File: config.mk
export PLATFORM = sky130hd
export DESIGN_NAME = presc_sched_ctrl
export DESIGN_NICKNAME = d
export VERILOG_FILES = /design/src/rtl/presc_sched_ctrl.sv
export SDC_FILE = /design/constraint.sdc
export NUM_CORES = 1
export LEC_CHECK = 0
export BUFFER_PORTS_ARGS = -buffer_cell sky130_fd_sc_hd__buf_2
export CORE_MARGIN = 2
export CORE_UTILIZATION = 50
export DETAILED_ROUTE_END_ITERATION = 10
export MAX_ROUTING_LAYER = met4
export PLACE_DENSITY = 0.69
export SLEW_MARGIN = 15
export SYNTH_ARGS = -nofsm -noshare
export SYNTH_HDL_FRONTEND = slang
export SYNTH_SLANG_ARGS = --single-unit
File: constraint.sdc
create_clock -name clk -period 2.2 [get_ports clk]
set_input_delay 0.22 -clock clk [delete_from_list [all_inputs] [get_ports clk]]
set_output_delay 0.22 -clock clk [all_outputs]
set_load 0.01 [all_outputs]
File: src/rtl/presc_sched_ctrl.sv
// rtl/presc_sched_ctrl.sv - single-clock prescaler scheduler for the GZI/GVI tick path
//
// Purpose: generates a one-cycle tick strobe once per divided period using a
// single down-counter. GZI divides by a fixed ratio; GVI divides by
// GVI_BASE*2^presc. A host config is taken by valid/ready handshake and only
// takes effect at a period boundary, so tick periods are never shortened or
// stretched by a config change.
//
// Ports:
//   clk        in   system clock, rising edge
//   rst_n      in   asynchronous reset, active-low
//   en         in   run enable (level)
//   cfg_valid  in   config request valid
//   cfg_ready  out  config can be accepted (= ~busy)
//   cfg_mod    in   requested mode: 0=GZI, 1=GVI
//   cfg_presc  in   requested GVI prescale code (ignored for GZI)
//   tick       out  one-cycle strobe per divided period
//   cur_mod    out  active mode
//   cur_presc  out  active prescale code
//   busy       out  accepted config pending, not yet applied
//   cfg_err    out  one-cycle pulse: illegal config was rejected

module presc_sched_ctrl #(
  parameter int CNT_W     = 18,
  parameter int GZI_DIV   = 4,
  parameter int GVI_BASE  = 10,
  parameter int PRESC_MAX = 14
) (
  input  logic       clk,
  input  logic       rst_n,
  input  logic       en,
  input  logic       cfg_valid,
  output logic       cfg_ready,
  input  logic       cfg_mod,
  input  logic [3:0] cfg_presc,
  output logic       tick,
  output logic       cur_mod,
  output logic [3:0] cur_presc,
  output logic       busy,
  output logic       cfg_err
);

  typedef enum logic {IDLE = 1'b0, RUN = 1'b1} state_t;

  state_t             state, state_d;
  logic [CNT_W-1:0]   cnt, cnt_d;
  logic               cur_mod_d;
  logic [3:0]         cur_presc_d;
  logic               pend, pend_d;
  logic               pend_mod, pend_mod_d;
  logic [3:0]         pend_presc, pend_presc_d;
  logic               tick_d, busy_d, err_d;

  logic accept, illegal, take;

  // Reload value in CNT_W bits: the base is widened before shifting so the
  // largest GVI code does not truncate.
  function automatic logic [CNT_W-1:0] reload_of(input logic m, input logic [3:0] p);
    if (m)
      return (CNT_W'(GVI_BASE) << p) - CNT_W'(1);
    else
      return CNT_W'(GZI_DIV - 1);
  endfunction

  assign cfg_ready = ~busy;
  assign accept    = cfg_valid & cfg_ready;
  assign illegal   = cfg_mod & (cfg_presc > 4'(PRESC_MAX));
  assign take      = accept & ~illegal;

  always_comb begin
    state_d      = state;
    cnt_d        = cnt;
    cur_mod_d    = cur_mod;
    cur_presc_d  = cur_presc;
    pend_d       = pend;
    pend_mod_d   = pend_mod;
    pend_presc_d = pend_presc;
    busy_d       = busy;
    tick_d       = 1'b0;
    err_d        = accept & illegal;

    case (state)
      IDLE: begin
        cnt_d = '0;
        // No period is running, so a legal config applies immediately.
        if (take) begin
          cur_mod_d   = cfg_mod;
          cur_presc_d = cfg_presc;
        end
        if (en) begin
          state_d = RUN;
          cnt_d   = take ? reload_of(cfg_mod, cfg_presc) : reload_of(cur_mod, cur_presc);
        end
      end

      RUN: begin
        if (!en) begin
          // Leaving RUN: drop the partial period, flush any pending config.
          state_d = IDLE;
          cnt_d   = '0;
          if (pend) begin
            cur_mod_d   = pend_mod;
            cur_presc_d = pend_presc;
            pend_d      = 1'b0;
            busy_d      = 1'b0;
          end else if (take) begin
            cur_mod_d   = cfg_mod;
            cur_presc_d = cfg_presc;
          end
        end else begin
          if (cnt == '0) begin
            tick_d = 1'b1;
            if (pend) begin
              cur_mod_d   = pend_mod;
              cur_presc_d = pend_presc;
              cnt_d       = reload_of(pend_mod, pend_presc);
              pend_d      = 1'b0;
              busy_d      = 1'b0;
            end else begin
              cnt_d = reload_of(cur_mod, cur_presc);
            end
          end else begin
            cnt_d = cnt - CNT_W'(1);
          end
          // take implies busy=0, hence no pending entry to collide with;
          // a request on the boundary cycle waits for the next boundary.
          if (take) begin
            pend_d       = 1'b1;
            pend_mod_d   = cfg_mod;
            pend_presc_d = cfg_presc;
            busy_d       = 1'b1;
          end
        end
      end

      default: begin
        state_d = IDLE;
        cnt_d   = '0;
      end
    endcase
  end

  always_ff @(posedge clk or negedge rst_n) begin
    if (!rst_n) begin
      state      <= IDLE;
      cnt        <= '0;
      cur_mod    <= 1'b0;
      cur_presc  <= 4'd0;
      pend       <= 1'b0;
      pend_mod   <= 1'b0;
      pend_presc <= 4'd0;
      tick       <= 1'b0;
      busy       <= 1'b0;
      cfg_err    <= 1'b0;
    end else begin
      state      <= state_d;
      cnt        <= cnt_d;
      cur_mod    <= cur_mod_d;
      cur_presc  <= cur_presc_d;
      pend       <= pend_d;
      pend_mod   <= pend_mod_d;
      pend_presc <= pend_presc_d;
      tick       <= tick_d;
      busy       <= busy_d;
      cfg_err    <= err_d;
    end
  end

endmodule

==> flow_metrics.py <==
metrics = {
    "sta": {
        "drv_slew": 0,
        "fin_crit_sh": 0.964,
        "fmax_mhz": 471,
        "finClkSkew_ns": 0.0114,
        "finalWorstSetupSlack_ns": 0.0788,
        "tightest_slew_ns": 0.803,
        "hold_violations": 0,
        "setup_viol": 0,
        "timing.slew.headroom": 0.465,
        "min_period_ns": 2.12,
    },
    "die": {
        "die_h_um": 83.8,
        "die-area_um2": 7020,
        "core_um2": 6240,
        "chipWidth_um": 83.8,
        "rows": 29,
        "initial_core_util": 0.510,
        "io-pin-count": 18,
    },
    "placement": {
        "io_buffer_count": 17,
        "dp_slack_ns": -0.0570,
        "dpl_cell_area_um2": 3550,
        "detailed_place_hpwl_mm": 8.45,
        "routabilityCongestion": 0.978,
    },
    "finish": {
        "nFillCells": 614,
        "fin_nets": 471,
        "design_area_um2": 3690,
        "drive_gt1_frac": 0.220,
        "syn_to_final_growth_pct": 16.0,
        "diodes": 0,
    },
    "flow_run": {
        "drv_cap": 0,
    },
    "grt": {
        "overflow": 0,
        "grt_max_degree": 34,
        "grtUsageTotal": 0.324,
        "grt_pass1_wl_mm": 17.3,
        "antenna_found_initial": 0,
        "grt_pass1_vias": 3224,
    },
    "synth": {
        "ys_warn_count": 0,
        "synth-adder-area-share": 0.0157,
        "async_flop_share": 1.00,
        "synth_top_flop_cell": "dfrtp_1",
        "synth_top_family_by_area": "compound AO/OA/AOI/OAI gates",
        "synth_xor_area_frac": 0.0358,
        "syn_avg_cell_area_um2": 7.58,
        "syn-num-nets": 433,
        "ys_seq_elements": 33,
        "ys_types": 69,
        "synth_compound_area_frac": 0.323,
        "synth_top_area_cell": "dfrtp_1",
        "muxShareOfSynthArea": 0.0267,
        "yosysMostFrequentCell": "o21ai_0",
        "synth_common_cells": "o21ai_0, nand2_1, nor2_1, dfrtp_1, a21oi_1",
        "syn_area_um2": 3180,
        "synthCells": 420,
        "synth_area_leaders": "dfrtp_1, o21ai_0, nand2_1, a21oi_1, nor2_1",
        "synth_seq_area_share": 0.260,
        "synth_top_area_frac": 0.260,
        "yosys.area_share.simple": 0.261,
        "synth_edf_count": 0,
    },
    "clock_network": {
        "cts.sinks": 33,
        "htreeDepth": 2,
        "cts_tree": "built",
        "clock_path_buffers": 2,
        "cts_root_buf": "clkbuf_8",
        "cts_setup_buffers": 0,
        "cts_hold_buf": 0,
        "clk_pin_slew_worst_paths_ns": 0.08,
        "clock_latency_ns": 0.29,
        "cts_made_buffers": 5,
    },
    "power_and_ir_drop": {
        "peakVddDrop_v": 0.000911,
        "power.share.switching": 0.483,
        "switching_power_w": 0.00207,
        "comb_power_share": 0.642,
        "powerDensity_nw_per_um2": 1160,
        "p_total_w": 0.00430,
        "power.sequential.fraction": 0.236,
        "intPower_w": 0.00222,
        "power.share.clock": 0.122,
        "total_leakage_power_nw": 1.52,
    },
    "worst_setup_path": {
        "crit_path_max_incr_delay_ns": 0.57,
        "arrival_ns": 2.30,
        "path_class": "flop to flop",
        "critPathLaunchType": "flop",
        "path_max_fanout": 5,
        "critPathSlowestCell": "or4_1",
        "crit_path_cell_trace": "or4_1 > nor2_2 > a31o_4 > a21boi_4 > mux2_4",
        "cp-end-kind": "flop",
        "critPathRequiredTime_ns": 2.38,
    },
    "drt": {
        "drcViolationCount": 0,
        "drt-initial-drc-count": 306,
        "dr.max_layer_used": "met4",
        "drt-met1-wl_mm": 4.75,
        "viasPerCell": 6.47,
        "wirelength_mm": 11.0,
        "ant_nets": 0,
        "via_count": 3466,
        "met2_length_mm": 5.23,
        "avgRoutedWirePerCell_um": 20.5,
        "drt_pass1_iterations": 5,
        "dr_wl_met3_um": 715,
    },
    "hold_path": {
        "min_path_type": "input pin to asynchronous set/reset pin",
    },
    "run_status": {
        "outcome": "finished, final reports clean",
    },
}
cell families (layout without fill, tap and decap cells):
group | after synthesis | count (layout)
AO/OA/AOI/OAI | 156 | 156
AND/OR/NAND/NOR | 156 | 156
buffers and inverters | 51 | 90
flip-flops | 33 | 33
XOR/XNOR | 13 | 13
multiplexers | 7 | 7
adder cells (fa/ha/maj) | 4 | 4
routing by layer:
metal / vias up / global-route usage
met5: - / -
met1: 1630 / 0.439
met4: 0 / 0.109
met2: 155 / 0.500
met3: 25 / 0.0455
li1: 1656 / -
through the flow:
step	cells	hold WS (ns)	TNS, ns	util
after floorplan	420	-0.0756	0	-
after global placement	528	0.327	-0.0581	0.569
after detailed placement	528	0.344	-0.0570	0.569
after CTS	536	0.0360	0	0.585
after global routing	536	0.0726	-0.0510	0.592
final	536	0.0148	0	0.592
state kept, by name, summed over array words and instances, names as in the netlist:
| register | cells |
|---|---|
| cnt | 18 |
| cur_mod | 1 |
| pend_presc | 4 |
| pend | 1 |
| state | 1 |
| busy | 1 |
| cur_presc | 4 |
| cfg_err | 1 |
| tick | 1 |
| pend_mod | 1 |
timing repair:
action,CTS,global route
setup endpoints to repair,0,12
endpoints found under the hold margin,0,0
gates resized for setup,0,12
critical path: cells and delay by family (launching register included):
| family | cells | cell delay (ns) |
|---|---|---|
| AND/OR/NAND/NOR | 2 | 0.79 |
| AO/OA/AOI/OAI | 2 | 0.48 |
| flip-flops | 1 | 0.41 |
| multiplexers | 1 | 0.32 |
cell type report:
class / instances / area, µm² / share of cell area
repair buffers: 68 / 468 / 0.127
flip-flops and latches: 33 / 826 / 0.224
well taps: 77 / 96.3 / 0.0261
inverters: 14 / 52.6 / 0.0142
multi-input cells: 336 / 2150 / 0.582
clock inverters: 1 / 5.00 / 0.00136
clock buffers: 7 / 96.3 / 0.0261
layout by cell type (no fill, tap or decap), types with 3 or more instances in the layout:
cell type and count:
buf_4 51, o21ai_0 42, nand2_1 39, dfrtp_1 33, nor2_1 32, a21oi_1 27
buf_2 17, nor3_1 15, o22ai_1 15, inv_1 13, nand3_1 13, xnor2_1 10
a211oi_1 8, nor2b_1 7, nor4_1 7, o31ai_1 7, clkbuf_8 7, o21a_1 6
nand3b_1 5, o32ai_1 5, a2bb2oi_1 5, nand2b_1 4, and3_1 4, o221ai_1 4
o211ai_1 4, mux2_2 4, or3_1 3, nand4_1 3, o21ai_1 3, xor2_1 3
a21o_1 3, a22o_1 3, a31oi_1 3
final timing paths:
| path | start | end | slack, ns | cells after the start |
|---|---|---|---|---|
| max in group asynchronous | rst_n | pend_mod | 1.67 | 1 |
| min | rst_n | cfg_err | 0.01 | 1 |
| max | cnt[15] | cur_presc[2] | 0.08 | 5 |
| max reg2reg | cnt[15] | cur_presc[2] | 0.08 | 5 |
| min reg2reg | cnt[0] | cnt[0] | 0.59 | 2 |
| min in group clk | en | state | 0.23 | 1 |
power groups by stage:
stage                     Sequential [W]  Combinational (W)  Clock (W)
after floorplan                 0.000922            0.00181          0
after global placement          0.000995            0.00260          0
after detailed placement         0.00101            0.00262          0
after CTS                       0.000993            0.00263   0.000530
after global routing             0.00104            0.00298   0.000557
final                            0.00101            0.00276   0.000524
Power figures use the tool's default switching activity.
